==> config.mk <==
export PLATFORM = sky130hd
export DESIGN_NAME = tt_um_inverter_tester
export DESIGN_NICKNAME = d
export VERILOG_FILES = /design/src/rtl/tt_inv_test_pkg.sv /design/src/rtl/inv_test_sync.sv /design/src/rtl/tt_um_inverter_tester.sv
export SDC_FILE = /design/constraint.sdc
export NUM_CORES = 1
export LEC_CHECK = 0
export BUFFER_PORTS_ARGS = -buffer_cell sky130_fd_sc_hd__buf_2
export CORE_MARGIN = 5
export CORE_UTILIZATION = 30
export CTS_CLUSTER_DIAMETER = 120
export DETAILED_ROUTE_END_ITERATION = 12
export GPL_ROUTABILITY_DRIVEN = 0
export MAX_ROUTING_LAYER = met4
export PLACE_DENSITY = 0.45
export SYNTH_ARGS = -nofsm -noshare
export SYNTH_HDL_FRONTEND = slang
export SYNTH_SLANG_ARGS = --single-unit
export TNS_END_PERCENT = 5
==> constraint.sdc <==
create_clock -name clk -period 2.7 [get_ports clk]
set_input_delay 0.135 -clock clk [delete_from_list [all_inputs] [get_ports clk]]
set_output_delay 0.135 -clock clk [all_outputs]
set_load 0.01 [all_outputs]
==> src/rtl/tt_inv_test_pkg.sv <==
// Shared definitions for the inverter delay tester.
//   - state_e   : measurement FSM states
//   - Sel*      : result-select codes driven on ui_in[4:2]
//   - HALF_UNIT : half-period granularity in clock cycles
//   - DELAY_MAX : saturation value of the delay counter
//   - MIN_RST   : reset/clear value of the MIN register
package tt_inv_test_pkg;

   typedef enum logic [1:0] {
      StIdle   = 2'd0,
      StDrive  = 2'd1,
      StWait   = 2'd2,
      StSettle = 2'd3
   } state_e;

   localparam logic [2:0] SelLast   = 3'd0;
   localparam logic [2:0] SelMin    = 3'd1;
   localparam logic [2:0] SelMax    = 3'd2;
   localparam logic [2:0] SelEdges  = 3'd3;
   localparam logic [2:0] SelErr    = 3'd4;
   localparam logic [2:0] SelStatus = 3'd5;

   localparam int unsigned HALF_UNIT = 32;
   localparam logic [7:0]  DELAY_MAX = 8'd255;
   localparam logic [7:0]  MIN_RST   = 8'hFF;

   // 8-bit increment that sticks at 255.
   function automatic logic [7:0] sat_inc(input logic [7:0] v);
      return (v == 8'hFF) ? v : v + 8'd1;
   endfunction

endpackage

==> src/rtl/inv_test_sync.sv <==
// Multi-flop synchroniser for the asynchronous inverter response.
//   clk   : clock
//   rst_n : asynchronous active-low reset (clears every stage)
//   din   : asynchronous input
//   dout  : synchronised output, Depth cycles behind din
module inv_test_sync #(
   parameter int unsigned Depth = 2
) (
   input  logic clk,
   input  logic rst_n,
   input  logic din,
   output logic dout
);

   logic [Depth-1:0] sync_q;

   always_ff @(posedge clk or negedge rst_n) begin
      if (!rst_n) begin
         sync_q <= '0;
      end else begin
         sync_q <= {sync_q[Depth-2:0], din};
      end
   end

   assign dout = sync_q[Depth-1];

endmodule

==> src/rtl/tt_um_inverter_tester.sv <==
// Inverter propagation-delay tester. Toggles STIM every half period, times how long the
// external inverter takes to answer (through a 2-flop synchroniser), and keeps statistics.
//   clk, rst_n : clock, asynchronous active-low reset
//   ena        : design enabled; low forces the FSM back to idle
//   ui_in      : [0] RESP, [1] RUN, [4:2] SEL, [7:5] half-period code HPC
//   uo_out     : registered result byte chosen by SEL
//   uio_in     : unused
//   uio_out    : [0] STIM, [1] busy, [2] timeout flag, [3] error flag, [7:4] zero
//   uio_oe     : constant 8'h0F
// Optional MIN/MAX delay tracking is built when INVTEST_MINMAX_EN is defined; otherwise
// SEL 1 and 2 read zero.
module tt_um_inverter_tester
   import tt_inv_test_pkg::*;
(
   input  logic       clk,
   input  logic       rst_n,
   input  logic       ena,
   input  logic [7:0] ui_in,
   output logic [7:0] uo_out,
   input  logic [7:0] uio_in,
   output logic [7:0] uio_out,
   output logic [7:0] uio_oe
);

   logic       resp, run;
   logic [2:0] sel, hpc;
   logic       sresp;

   assign resp = ui_in[0];
   assign run  = ui_in[1];
   assign sel  = ui_in[4:2];
   assign hpc  = ui_in[7:5];

   logic unused_uio;
   assign unused_uio = ^uio_in;

   inv_test_sync #(
      .Depth(2)
   ) u_sync (
      .clk  (clk),
      .rst_n(rst_n),
      .din  (resp),
      .dout (sresp)
   );

   state_e     state_q, state_d;
   logic       stim_q, stim_d;
   logic [7:0] delay_q, delay_d;
   logic [8:0] hp_q, hp_d;
   logic [7:0] edges_q, edges_d;
   logic [7:0] last_q, last_d;
   logic [7:0] err_q, err_d;
   logic       to_flag_q, to_flag_d;
   logic       err_flag_q, err_flag_d;
   logic       err_seen_q, err_seen_d;
   logic       run_q;
   logic [7:0] out_q, out_d;

   logic       busy, resp_ok, hp_expire;
   logic       meas_valid, stats_clr;
   logic [7:0] min_val, max_val;

   assign busy    = (state_q != StIdle);
   assign resp_ok = (sresp == ~stim_q);
   // The DRIVE cycle already used one cycle of the half period, so the count of
   // (HPC+1)*HALF_UNIT runs out when it reaches 2.
   assign hp_expire = (hp_q <= 9'd2);

   always_comb begin
      state_d    = state_q;
      stim_d     = stim_q;
      delay_d    = delay_q;
      hp_d       = hp_q;
      edges_d    = edges_q;
      last_d     = last_q;
      err_d      = err_q;
      to_flag_d  = to_flag_q;
      err_flag_d = err_flag_q;
      err_seen_d = err_seen_q;
      meas_valid = 1'b0;
      stats_clr  = 1'b0;

      unique case (state_q)
         StIdle: begin
            if (ena && run) begin
               state_d = StDrive;
               // Fresh RUN request: start statistics from scratch.
               if (!run_q) begin
                  stats_clr  = 1'b1;
                  err_d      = 8'd0;
                  edges_d    = 8'd0;
                  to_flag_d  = 1'b0;
                  err_flag_d = 1'b0;
               end
            end
         end
         StDrive: begin
            stim_d     = ~stim_q;
            delay_d    = 8'd0;
            hp_d       = 9'((32'(hpc) + 32'd1) * HALF_UNIT);
            edges_d    = edges_q + 8'd1;
            err_seen_d = 1'b0;
            state_d    = StWait;
         end
         StWait: begin
            hp_d = hp_q - 9'd1;
            if (delay_q != DELAY_MAX) begin
               delay_d = delay_q + 8'd1;
            end
            if (resp_ok) begin
               last_d     = delay_q;
               meas_valid = 1'b1;
               state_d    = StSettle;
            end else if (hp_expire) begin
               to_flag_d = 1'b1;
               err_d     = sat_inc(err_q);
               state_d   = run ? StDrive : StIdle;
            end
         end
         StSettle: begin
            hp_d = hp_q - 9'd1;
            if (!resp_ok) begin
               err_flag_d = 1'b1;
               if (!err_seen_q) begin
                  err_d      = sat_inc(err_q);
                  err_seen_d = 1'b1;
               end
            end
            if (hp_expire) begin
               state_d = run ? StDrive : StIdle;
            end
         end
         default: state_d = StIdle;
      endcase

      if (!ena) begin
         state_d = StIdle;
      end
   end

`ifdef INVTEST_MINMAX_EN
   logic [7:0] min_q, min_d, max_q, max_d;

   always_comb begin
      min_d = min_q;
      max_d = max_q;
      if (stats_clr) begin
         min_d = MIN_RST;
         max_d = 8'd0;
      end else if (meas_valid) begin
         if (delay_q < min_q) min_d = delay_q;
         if (delay_q > max_q) max_d = delay_q;
      end
   end

   always_ff @(posedge clk or negedge rst_n) begin
      if (!rst_n) begin
         min_q <= MIN_RST;
         max_q <= 8'd0;
      end else begin
         min_q <= min_d;
         max_q <= max_d;
      end
   end

   assign min_val = min_q;
   assign max_val = max_q;
`else
   logic unused_mm;
   assign unused_mm = meas_valid ^ stats_clr;
   assign min_val   = 8'h00;
   assign max_val   = 8'h00;
`endif

   always_comb begin
      out_d = 8'h00;
      case (sel)
         SelLast:   out_d = last_q;
         SelMin:    out_d = min_val;
         SelMax:    out_d = max_val;
         SelEdges:  out_d = edges_q;
         SelErr:    out_d = err_q;
         SelStatus: out_d = {4'b0000, err_flag_q, to_flag_q, busy, stim_q};
         default:   out_d = 8'h00;
      endcase
   end

   always_ff @(posedge clk or negedge rst_n) begin
      if (!rst_n) begin
         state_q    <= StIdle;
         stim_q     <= 1'b0;
         delay_q    <= 8'd0;
         hp_q       <= 9'd0;
         edges_q    <= 8'd0;
         last_q     <= 8'd0;
         err_q      <= 8'd0;
         to_flag_q  <= 1'b0;
         err_flag_q <= 1'b0;
         err_seen_q <= 1'b0;
         run_q      <= 1'b0;
         out_q      <= 8'd0;
      end else begin
         state_q    <= state_d;
         stim_q     <= stim_d;
         delay_q    <= delay_d;
         hp_q       <= hp_d;
         edges_q    <= edges_d;
         last_q     <= last_d;
         err_q      <= err_d;
         to_flag_q  <= to_flag_d;
         err_flag_q <= err_flag_d;
         err_seen_q <= err_seen_d;
         run_q      <= run;
         out_q      <= out_d;
      end
   end

   assign uo_out  = out_q;
   assign uio_out = {4'b0000, err_flag_q, to_flag_q, busy, stim_q};
   assign uio_oe  = 8'h0F;

endmodule

Word-level counts from Yosys, hierarchy flattened --
Index checks and enable logic that the tools add are counted.
Operators by class: add/subtract/negate cells 5, magnitude comparators 1, eq/ne operators 17, multiplexer cells 27, bitwise gates (word level) 1, reductions and logical operators 19
Operators by type and width (number):
- $mux W8 | 8
- $pmux W8 S2 | 2
- $pmux W8 S4 | 1
- $add A8 B1 Y8 const B | 3
- $pmux W8 S3 | 1
- $pmux W9 S2 | 1
- $ne A2 B2 Y1 const B | 7
- $reduce_bool A2 Y1 | 7
- $le A9 B2 Y1 const B | 1
- $sub A9 B1 Y9 const B | 1
- $eq A8 B8 Y1 const B | 1
- $mux W2 | 4
- $ne A8 B8 Y1 const B | 1
- $pmux W2 S4 | 1
- $reduce_and A7 Y1 | 1
- $eq A3 B3 Y1 const B | 2
- $mux W1 | 6
- $pmux W1 S2 | 3
- $reduce_and A2 Y1 | 3
- $reduce_and A5 Y1 | 1
- $add A3 B1 Y4 const B | 1
- $eq A2 B2 Y1 const B | 2
- $reduce_and A4 Y1 | 1
- $eq A3 B2 Y1 const B | 1
- 10 further kinds | 10
Storage, ports and cells: register bits after elaboration 58, input port bits 19, word-level logic and storage cells 83

Longest topological paths before layout --
depth in word-level cells 5, depth in mapped cells 8, mapped depth without buffers 7

Cells and area by module --
From an unflattened synthesis, not the netlist that was laid out.
Second synthesis, totals: cells, all modules 308, area total of the unflattened synthesis 3004.1 um^2
Modules (own cells, without submodules):
- tt_um_inverter_tester | times used 1, cells each 306, area each 2954.1 um^2, seq. area each 1401.3 um^2
- inv_test_sync | times used 1, cells each 2, area each 50.0 um^2, seq. area each 50.0 um^2

Worst setup path after synthesis --
Ideal clock, no wire load.
path kind reg2reg, from reg hp_q[6], to reg err_q[2], setup time 0.080 ns, data arrival time 2.009 ns, data required time 2.620 ns, slack 0.610 ns, cell stages (with the launch flop) 7, clock period less this slack 2.090 ns, path through dfrtp_1 or4_4 nor4b_4 o2111ai_2 buf_6 or3_1 o211ai_2
On the way: cells in the longest elaborated chain, start to end 3
RTL lines:
- start: declaration | RTL line tt_um_inverter_tester.sv:49 | logic [8:0] hp_q, hp_d;
- start signal: assignment | RTL line tt_um_inverter_tester.sv:206 | hp_q <= hp_d;
- $le A9 B2 Y1 | RTL line tt_um_inverter_tester.sv:67 | assign hp_expire = (hp_q <= 9'd2);
- $ne A2 B2 Y1 (no source line)
- $reduce_and A7 Y1 (no source line)
- end signal: assignment | RTL line tt_um_inverter_tester.sv:209 | err_q <= err_d;
- end: declaration | RTL line tt_um_inverter_tester.sv:52 | logic [7:0] err_q, err_d;
No other way between the ends. A chain may end at the register's enable or synchronous reset.

Worst setup path in the final report --
from reg hp_q[7], to reg err_q[3]
The elaborated chain is that of the path after synthesis.

==> impl_metrics.json <==
{
  "pin_count": 43,
  "route.detailed.drc": 0,
  "drt-total-wl_um": 6960,
  "wl_met1_um": 3420,
  "worst_path_max_delay_cell": "or4_4",
  "p_int_w": 0.00188,
  "finalNetCount": 369,
  "final_cells": 482,
  "antenna_left": 0,
  "io_buffers": 22,
  "netlist_area_um2": 3020,
  "diodes": 0,
  "yosysTopAreaCell": "dfrtp_1",
  "fp.dieW_um": 110,
  "relSlewSlack_pct": 59.4,
  "clock_path_buffers": 2,
  "power_frac_clock_pct": 31.5,
  "crit_arrival_ps": 2550,
  "grt_overflow_total": 0,
  "peakVddDrop_uv": 239,
  "hold_ws_ps": 45.4,
  "routed-wl-met3_um": 275,
  "end_kind": "flip-flop",
  "synth_edf_count": 0,
  "ys_top_cells_by_area": "dfrtp_1, o21ai_0, nand2_1, buf_4, mux2i_1",
  "grt_pass1_vias": 2161,
  "synthTopCellsByCount": "dfrtp_1, nand2_1, o21ai_0",
  "initial_core_util_pct": 30.9,
  "holdCritPathClass": "input pin to flip-flop",
  "vias_per_cell": 4.71,
  "clkLatencyLatePin_ps": 340,
  "detail_route.wl_per_cell_um": 14.4,
  "grt_pass1_wl_um": 11300,
  "startpoint_type": "flip-flop",
  "top_layer": "met4",
  "hold_viol": 0,
  "h-tree-depth": 3,
  "route.met2.wl_um": 3140,
  "p_switching_w": 0.000950,
  "maxSlewViolCount": 0,
  "cts_buffers": 9,
  "postSynthAreaPerCell_um2": 9.67,
  "die_area_um2": 12200,
  "coreArea_um2": 9770,
  "finish.instance_area_um2": 3500,
  "async_flop_share_pct": 100,
  "critPathRequiredTime_ps": 2970,
  "worst_pin_slew_ps": 603,
  "num_rows": 36,
  "power_frac_seq_pct": 44.1,
  "synthToLayoutAreaGrowth_pct": 16.1,
  "drt_pass1_iterations": 4,
  "slowest_delay_ps": 560,
  "grt_usage_pct": 12.8,
  "path_max_fanout": 11,
  "clock-root-buffer": "clkbuf_8",
  "fin_worst_skew_ps": 7.73,
  "synth_top_cell_area_share_pct": 48.1,
  "dr.first_iter.drc_count": 120,
  "yosys_warnings": 0,
  "grt_max_degree": 42,
  "swShare_pct": 33.6,
  "synth_cell_type_count": 45,
  "min_period_ps": 2290,
  "num_vias": 2269,
  "die_y_um": 110,
  "antenna_found_initial": 0,
  "yosysSeqAreaShare_pct": 48.1,
  "p_leak_nw": 1.66,
  "clk_transition_reported_paths_ps": 70,
  "finalSetupViolations": 0,
  "worstPathCellList": "or4_4 > nor4b_4 > o2111ai_2 > or3_1 > a21oi_1",
  "syn_inst": 312,
  "drive_gt1_share_pct": 18.9,
  "ys_ff_latch": 58,
  "max_freq_mhz": 437,
  "post_cts_buffers": 0,
  "tns_ps": 0,
  "status": "finished clean",
  "drv_cap": 0,
  "fin_crit_sh_pct": 84.7,
  "yosysMostFrequentCell": "dfrtp_1",
  "worstSetupPathType": "flip-flop to flip-flop",
  "synthFlopType": "dfrtp_1",
  "tritoncts": "yes",
  "p_per_area_nw_per_um2": 807,
  "cts_num_sinks": 58,
  "dp_hpwl_um": 5090,
  "power.share.combinational_pct": 24.4,
  "grt_setup_unrepaired": "false",
  "placed_cells": 463,
  "dpl_cell_area_um2": 3260
}
[worst max-delay path, delay by kind of cell, from the launching register on]
kind             cells  cell delay, ps
flip-flops           1             410
AND/OR/NAND/NOR      3            1330
AO/OA/AOI/OAI        2             460
[layer usage]
layer,global-route usage [%],vias up
li1,-,1137
met1,16.5,1083
met3,3.09,10
met2,19.3,39
met4,5.28,0
met5,-,-
[cell usage in the layout (no fill, tap or decap), types with 6 or more instances in the layout]
master    Yosys  routed
mux2_2        9       9
and3_1       10      10
a21oi_1      14      14
o21ai_0      30      30
nand2_1      37      37
mux2i_1      11      11
ha_1          6       6
dfrtp_1      58      58
buf_4        16      12
nor2_1       27      27
buf_2         0      22
xor2_1        6       6
nand3_1      10      10
clkbuf_8      0       9
xnor2_1       8       8
conb_1        2      12
[final timing paths]
path	from	to	slack [ps]	cells past startpoint
worst max-delay path	hp_q[7]$_DFFE_PN0P_	err_q[3]$_DFFE_PN0P_	410	5
max in group asynchronous	rst_n	err_flag_q$_DFFE_PN0P_	1550	3
worst max register to register	hp_q[7]$_DFFE_PN0P_	err_q[3]$_DFFE_PN0P_	410	5
worst min-delay path	ui_in[3]	uo_out[2]$_DFF_PN0_	50	2
min in group asynchronous	rst_n	hp_q[2]$_DFFE_PN0P_	270	2
worst min register to register	u_sync.sync_q[0]$_DFF_PN0_	u_sync.sync_q[1]$_DFF_PN0_	350	0
[registers in the layout, indices dropped and copies added, names as in the netlist]
name / count
hp_q: 9
delay_q: 8
edges_q: 8
err_q: 8
last_q: 8
uo_out: 8
state_q: 2
u_sync.sync_q: 2
err_flag_q: 1
err_seen_q: 1
run_q: 1
stim_q: 1
to_flag_q: 1
[logic make-up after synthesis]
| logic type | after synthesis | share of synthesized area, % |
|---|---|---|
| xor gates and xnor gates | 14 | 4.06 |
| and+or+nand+nor | 113 | 18.5 |
| DFF | 58 | 48.1 |
| other | 2 | 0.249 |
| muxes | 20 | 7.01 |
| adders and majority gates | 6 | 2.49 |
| AOI/OAI and AO/OA | 67 | 13.4 |
| buffers and inverters | 32 | 6.22 |
[metrics by stage]
step	util, %	total power [W]	worst slack (ps)
2_1_floorplan	-	0.00175	610
3_3_place_gp	33.3	0.00195	443
3_5_place_dp	33.3	0.00195	417
4_1_cts	35.9	0.00286	401
5_1_grt	35.9	0.00301	253
6_report	35.9	0.00283	414
[timing repair]
item,CTS,global route
hold buffers,3,0
resized for setup,0,0
endpoints found under the hold margin,19,0
[power by group through the flow]
stage                     registers (W)  clock network [W]  logic (W)
after CTS                       0.00125           0.000916   0.000699
after floorplan                 0.00120                  0   0.000553
after detailed placement        0.00126                  0   0.000693
after global routing            0.00128           0.000951   0.000783
final                           0.00125           0.000892   0.000689
after global placement          0.00126                  0   0.000687
[area by class of cell]
| class | count | area, um2 |
|---|---|---|
| Clock buffer | 9 | 124 |
| Sequential cell | 58 | 1450 |
| Inverter | 6 | 22.5 |
| Tap cell | 133 | 166 |
| Fill cell | 1015 | 6270 |
| Multi-Input combinational cell | 232 | 1420 |
| Timing Repair Buffer | 37 | 230 |
| Clock inverter | 7 | 93.8 |
Note: power is estimated with default switching activity, not from simulation.
